$ cat src/rtl/cpu_pkg.sv
// Shared fetch-unit types and defaults.
// Widths, reset vector, NOP encoding and the fetch FSM states.
package cpu_pkg;

   localparam int          CPU_PC_W    = 9;
   localparam int          CPU_INSTR_W = 12;
   localparam int          CPU_TIMEOUT = 15;
   localparam logic [8:0]  CPU_RST_VEC = 9'h1FF;
   localparam logic [11:0] CPU_NOP     = 12'h000;

   typedef enum logic [1:0] {
      ST_RESET = 2'd0,
      ST_REQ   = 2'd1,
      ST_WAIT  = 2'd2,
      ST_EXEC  = 2'd3
   } fetch_state_t;

   function automatic logic [7:0] sat_inc8(
      input logic [7:0] v
   );
      return (v == 8'hFF) ? v : v + 8'd1;
   endfunction

endpackage

$ cat src/rtl/instr_fetch_if.sv
// Instruction-memory request/response bus.
// master = fetch unit, slave = memory.
interface instr_fetch_if #(
   parameter int PC_W    = 9,
   parameter int INSTR_W = 12
);

   logic               imem_req;
   logic [PC_W-1:0]    imem_addr;
   logic               imem_rvalid;
   logic [INSTR_W-1:0] imem_rdata;

   modport master (
      output imem_req,
      output imem_addr,
      input  imem_rvalid,
      input  imem_rdata
   );

   modport slave (
      input  imem_req,
      input  imem_addr,
      output imem_rvalid,
      output imem_rdata
   );

endinterface

$ cat src/rtl/fetch_timeout.sv
// Fetch wait-cycle counter with timeout pulse
// and saturating 8-bit error count.
module fetch_timeout
   import cpu_pkg::*;
#(
   parameter int TIMEOUT = CPU_TIMEOUT
) (
   input  logic       clk,
   input  logic       rst,
   input  logic       arm,
   input  logic       run,
   input  logic       rvalid,
   output logic       expired,
   output logic       fetch_err,
   output logic [7:0] err_cnt
);

   localparam int CW = $clog2(TIMEOUT + 1);

   logic [CW-1:0] cnt;

   // A response in the last wait cycle beats the timeout.
   assign expired = run && !rvalid &&
                    (cnt == CW'(TIMEOUT - 1));

   always_ff @(posedge clk) begin
      if (rst) begin
         cnt       <= '0;
         fetch_err <= 1'b0;
         err_cnt   <= 8'd0;
      end else begin
         fetch_err <= expired;
         if (expired)
            err_cnt <= sat_inc8(err_cnt);
         if (arm)
            cnt <= '0;
         else if (run && !rvalid)
            cnt <= cnt + CW'(1);
      end
   end

endmodule

$ cat src/rtl/instr_fetch.sv
// Single-outstanding instruction fetch unit:
// RESET -> REQ -> WAIT -> EXEC, with timeout retry.
module instr_fetch
   import cpu_pkg::*;
#(
   parameter int              PC_W    = CPU_PC_W,
   parameter int              INSTR_W = CPU_INSTR_W,
   parameter logic [PC_W-1:0] RST_VEC = PC_W'(CPU_RST_VEC),
   parameter int              TIMEOUT = CPU_TIMEOUT
) (
   input  logic               clk,
   input  logic               rst,
   input  logic [PC_W-1:0]    pc_next,
   input  logic               stall,
   instr_fetch_if.master      imem,
   output logic [PC_W-1:0]    pc,
   output logic [INSTR_W-1:0] instr,
   output logic               instr_valid,
   output logic               fetch_err,
   output logic [7:0]         err_cnt
);

   localparam logic [INSTR_W-1:0] NOP =
      INSTR_W'(CPU_NOP);

   fetch_state_t       state;
   fetch_state_t       state_nx;
   logic [PC_W-1:0]    pc_nx;
   logic [INSTR_W-1:0] instr_nx;
   logic               expired;

   fetch_timeout #(
      .TIMEOUT (TIMEOUT)
   ) u_timeout (
      .clk       (clk),
      .rst       (rst),
      .arm       (state == ST_REQ),
      .run       (state == ST_WAIT),
      .rvalid    (imem.imem_rvalid),
      .expired   (expired),
      .fetch_err (fetch_err),
      .err_cnt   (err_cnt)
   );

   always_ff @(posedge clk) begin
      if (rst) begin
         state <= ST_RESET;
         pc    <= RST_VEC;
         instr <= NOP;
      end else begin
         state <= state_nx;
         pc    <= pc_nx;
         instr <= instr_nx;
      end
   end

   // rvalid only matters in WAIT; anything else is stale.
   always_comb begin
      state_nx = state;
      pc_nx    = pc;
      instr_nx = instr;
      unique case (state)
         ST_RESET: state_nx = ST_REQ;
         ST_REQ:   state_nx = ST_WAIT;
         ST_WAIT: begin
            if (imem.imem_rvalid) begin
               instr_nx = imem.imem_rdata;
               state_nx = ST_EXEC;
            end else if (expired) begin
               state_nx = ST_REQ;
            end
         end
         ST_EXEC: begin
            if (!stall) begin
               pc_nx    = pc_next;
               state_nx = ST_REQ;
            end
         end
         default: state_nx = ST_RESET;
      endcase
   end

   assign imem.imem_req  = (state == ST_REQ);
   assign imem.imem_addr = pc;
   assign instr_valid    = (state == ST_EXEC);

endmodule

$ cat src/flat_wrapper.sv
// flat-port wrapper written by rule: the top's interface ports become plain ports
module instr_fetch_flat import cpu_pkg::*;
#(
   parameter int              PC_W    = CPU_PC_W,
   parameter int              INSTR_W = CPU_INSTR_W,
   parameter logic [PC_W-1:0] RST_VEC = PC_W'(CPU_RST_VEC),
   parameter int              TIMEOUT = CPU_TIMEOUT
)
  (clk, rst, pc_next, stall, pc, instr, instr_valid, fetch_err, err_cnt, imem_imem_req, imem_imem_addr, imem_imem_rvalid, imem_imem_rdata);
  instr_fetch_if #(.PC_W(PC_W), .INSTR_W(INSTR_W)) imem_i ();
  input  logic clk;
  input  logic rst;
  input  logic [PC_W-1:0] pc_next;
  input  logic stall;
  output logic [PC_W-1:0] pc;
  output logic [INSTR_W-1:0] instr;
  output logic instr_valid;
  output logic fetch_err;
  output logic [7:0] err_cnt;
  output wire logic [$bits(imem_i.imem_req)-1:0] imem_imem_req;
  output wire logic [$bits(imem_i.imem_addr)-1:0] imem_imem_addr;
  input wire logic [$bits(imem_i.imem_rvalid)-1:0] imem_imem_rvalid;
  input wire logic [$bits(imem_i.imem_rdata)-1:0] imem_imem_rdata;
  assign imem_imem_req = imem_i.imem_req;
  assign imem_imem_addr = imem_i.imem_addr;
  assign imem_i.imem_rvalid = imem_imem_rvalid;
  assign imem_i.imem_rdata = imem_imem_rdata;
  instr_fetch #(.PC_W(PC_W), .INSTR_W(INSTR_W), .RST_VEC(RST_VEC), .TIMEOUT(TIMEOUT)) u_core (.clk(clk), .rst(rst), .pc_next(pc_next), .stall(stall), .imem(imem_i), .pc(pc), .instr(instr), .instr_valid(instr_valid), .fetch_err(fetch_err), .err_cnt(err_cnt));
endmodule
$ cat config.mk
export PLATFORM = sky130hd
export DESIGN_NAME = instr_fetch_flat
export DESIGN_NICKNAME = d
export VERILOG_FILES = /design/src/rtl/cpu_pkg.sv /design/src/rtl/instr_fetch_if.sv /design/src/rtl/fetch_timeout.sv /design/src/rtl/instr_fetch.sv /design/src/flat_wrapper.sv
export SDC_FILE = /design/constraint.sdc
export NUM_CORES = 1
export LEC_CHECK = 0
export BUFFER_PORTS_ARGS = -buffer_cell sky130_fd_sc_hd__buf_2
export CAP_MARGIN = 20
export CORE_MARGIN = 5
export CORE_UTILIZATION = 51
export DETAILED_ROUTE_END_ITERATION = 8
export GPL_ROUTABILITY_DRIVEN = 0
export PLACE_DENSITY = 0.93
export SYNTH_ARGS = -nofsm -noshare
export SYNTH_HDL_FRONTEND = slang
export SYNTH_SLANG_ARGS = --single-unit
$ cat constraint.sdc
create_clock -name clk -period 3.4 [get_ports clk]
set_input_delay 0.17 -clock clk [delete_from_list [all_inputs] [get_ports clk]]
set_output_delay 0.17 -clock clk [all_outputs]
set_load 0.02 [all_outputs]
==> run summary <==
=================================================================================================
Run status                                                                           complete, no violations
Leading cell types by total area after synthesis                                     dfxtp_1 (45%), nand2_1 (6.7%), ha_1 (5.4%)
Synthesized instance count                                                                    177
Worst flop-to-flop path endpoint                                                     u_core.u_timeout.err_cnt[1]
Post-layout util                                                                           0.6357
I/O Buffers                                                                                    65
WP data arrival                                                                           2.15 ns
Setup repair after global routing missed its margin                                         false
IR drop worst, VDD                                                                       258.4 µV
Clock slew at the register clock pins of the worst setup and hold paths                   0.10 ns
Number of primary I/O pins                                                                     66
HP Class                                                                                in -> reg
Via count                                                                                    1372
Number of synthesis warnings                                                                    0
Flip-flop and latch count after synthesis                                                      36
Crit path capture type                                                                   register
Diodes inserted                                                                                 0
Setup slack on the worst flop-to-flop path                                                1.45 ns
Termination of the worst setup path                                                  u_core.u_timeout.err_cnt[1]
Number of violations of the max-capacitance limit                                               0
Fin. max-slew vios                                                                              0
WL per Instance                                                                          12.53 µm
Sequential cell area fraction in the yosys report                                          0.4469
First-iteration detailed-routing DRC count                                                    113
Maximum net fanout on the critical path                                                         7
CTS resizes                                                                                     0
Critical Path Start Type                                                                 register
Chain of cells forming the critical path                                             inv_1 -> ha_1 -> nor2b_1 -> o311a_4 -> mux2i_1 -> nor2_1
TNS Setup                                                                                    0 ns
Count of hold buffers inserted by post-cts repair                                               0
Total placed instance area                                                               1887 µm²
Area share of the largest cell type after synthesis                                        0.4469
Relative max-transition margin                                                             0.5367
LEAKAGE                                                                                 0.7938 nW
Number of H-tree levels                                                                         2
Pre-CTS setup slack                                                                      1.383 ns
Die Width                                                                                66.24 µm
Clk buf depth                                                                                   2
Reg2Reg Launch Point                                                                 u_core.state[0]
Total design power                                                                       704.7 µW
Maximum single-stage delay on the critical path                                           0.53 ns
Clock Skews                                                                           0.003451 ns
Setup fix buffers added after clock tree synthesis                                              0
Number of global-route vias before repair                                                    1281
Mean instance size in the synthesized netlist                                           9.112 µm²
Pin count of the biggest net entering global routing                                           39
Shortest period the worst path allows                                                    1.951 ns
Residual overflow from global routing                                                           0
CTS root buffer                                                                          clkbuf_4
Kind of critical path                                                                  reg -> reg
Number of clock sinks                                                                          36
Number of buffers created by CTS                                                                5
Layout Nets                                                                                   264
Number of distinct library cell variants in the gate-level netlist after synthesis             37
Finish-stage setup viols                                                                        0
Worst Path Required                                                                       3.60 ns
Top library cells by usage in the layout, fill and taps aside                        buf_2 (65), dfxtp_1 (36), nand2_1 (29)
Worst setup path startpoint                                                          u_core.state[0]
Row Count                                                                                      20
Final worst path period share                                                              0.5738
EDFF count, synth                                                                               0
Synth area leader                                                                         dfxtp_1
Detail-routed via count per cell                                                            4.971
Area of the core                                                                         3053 µm²
Post-Layout Inst Area                                                                    1941 µm²
Minimum setup slack in the final design                                                  1.449 ns
Post-synthesis instance area                                                             1613 µm²
Post-Syn Nets                                                                                 209
Clock latency reported for the late side of the worst-skew pair                           0.33 ns
DR pass1 iterations                                                                             4
GR Util All Layers                                                                         0.1710
Post-route antenna net violation count                                                          0
TritonCTS clock tree                                                                          yes
Synth async-reset ratio                                                                         0
Worst-Margin Slew                                                                       0.6950 ns
Wire length of the first global-routing pass                                              5733 µm
Hold Fails Final Rpt                                                                            0
Post-synthesis to final-layout area growth                                                 20.33%
Power per cell area                                                                  363.1 nW/µm²
Most common library cell in the layout ignoring fill and taps                               buf_2
Die Height                                                                               66.24 µm
Critical path's slowest cell                                                              nor2b_1
HPWL after detailed placement                                                             2500 µm
Leading register cell type out of synthesis                                               dfxtp_1
DRC Markers                                                                                     0
Final routed wirelength across all metal layers                                           3459 µm
Highest clock rate                                                                     0.5126 GHz
Die ar.                                                                                  4387 µm²
Fraction of layout instances using a drive strength above 1                                0.3405
Effective utilization at floorplan                                                         0.5283
Antenna violations before repair                                                                0
Cell depth of the worst flop-to-flop path                                                       6
=================================================================================================
-- synthesized netlist by cell type (2+ instances only) --
cell and n:
a211o_1 9, a211oi_1 4, a21oi_1 13, buf_1 2, buf_2 3, buf_4 9
clkbuf_1 3, dfxtp_1 36, ha_1 7, inv_1 5, mux2i_1 3, nand2_1 29
nand3_2 3, nor2_1 9, nor2b_1 12, nor3_1 6, o31ai_1 2, xnor2_1 2
xor2_1 2
-- cell families after synthesis --
logic type / synth area share
xor+xnor: 0.02173
mux: 0.01862
compound gates: 0.1707
buf+inv: 0.07757
flops: 0.4469
fa+ha+maj: 0.05430
simple gates: 0.2102
-- report_power, final --
part / total [mW] / internal, mW / switching [mW]
combinational: 0.0641 / 0.0256 / 0.0385
sequential: 0.433 / 0.428 / 0.00531
clock: 0.207 / 0.0761 / 0.131
-- metal layers --
| layer | track usage | part of all wire | up-vias |
|---|---|---|---|
| li1 | - | - | 706 |
| met1 | 0.1994 | 0.43 | 611 |
| met2 | 0.2788 | 0.46 | 49 |
| met3 | 0.07143 | 0.093 | 6 |
| met4 | 0.06091 | 0.012 | 0 |
| met5 | 0 | 0 | - |
-- state kept, by name, indices dropped and copies added, names as in the netlist --
name	count
u_core.instr	12
u_core.imem.imem_addr	9
u_core.u_timeout.err_cnt	8
u_core.u_timeout.cnt	4
u_core.state	2
u_core.u_timeout.fetch_err	1
-- final cells by class --
class	count	area, µm²
fillers	274	1112
multi-input cells	118	767.0
flip-flops and latches	36	720.7
repair buffers	66	332.8
well taps	44	55.05
clock buffers	6	41.29
inverters	5	18.77
clock inverters	1	5.005
-- worst min path at each step --
stage / startpoint / end / cells after the start
after floorplan: pc_next[0] / u_core.imem.imem_addr[0] / 1
after global placement: pc_next[5] / u_core.imem.imem_addr[5] / 2
after detailed placement: pc_next[5] / u_core.imem.imem_addr[5] / 2
after CTS: pc_next[5] / u_core.imem.imem_addr[5] / 2
after global routing: pc_next[1] / u_core.imem.imem_addr[1] / 2
final: pc_next[3] / u_core.imem.imem_addr[3] / 2
-- through the flow --
stage               cells  hold WS [ns]
floorplan             177        0.2879
global placement      268        0.3739
detailed placement    268        0.3772
CTS                   275       0.01306
global route          276       0.01304
finish                276       0.03166
-- critical path: cells and delay by family (launching register included) --
family | cells | cell delay (ns)
buffers and inverters | 1 | 0.08
AND/OR/NAND/NOR | 2 | 0.58
flip-flops | 1 | 0.37
adder cells (fa/ha/maj) | 1 | 0.24
multiplexers | 1 | 0.19
AO/OA/AOI/OAI | 1 | 0.36
(Power assumes the default switching activity.)
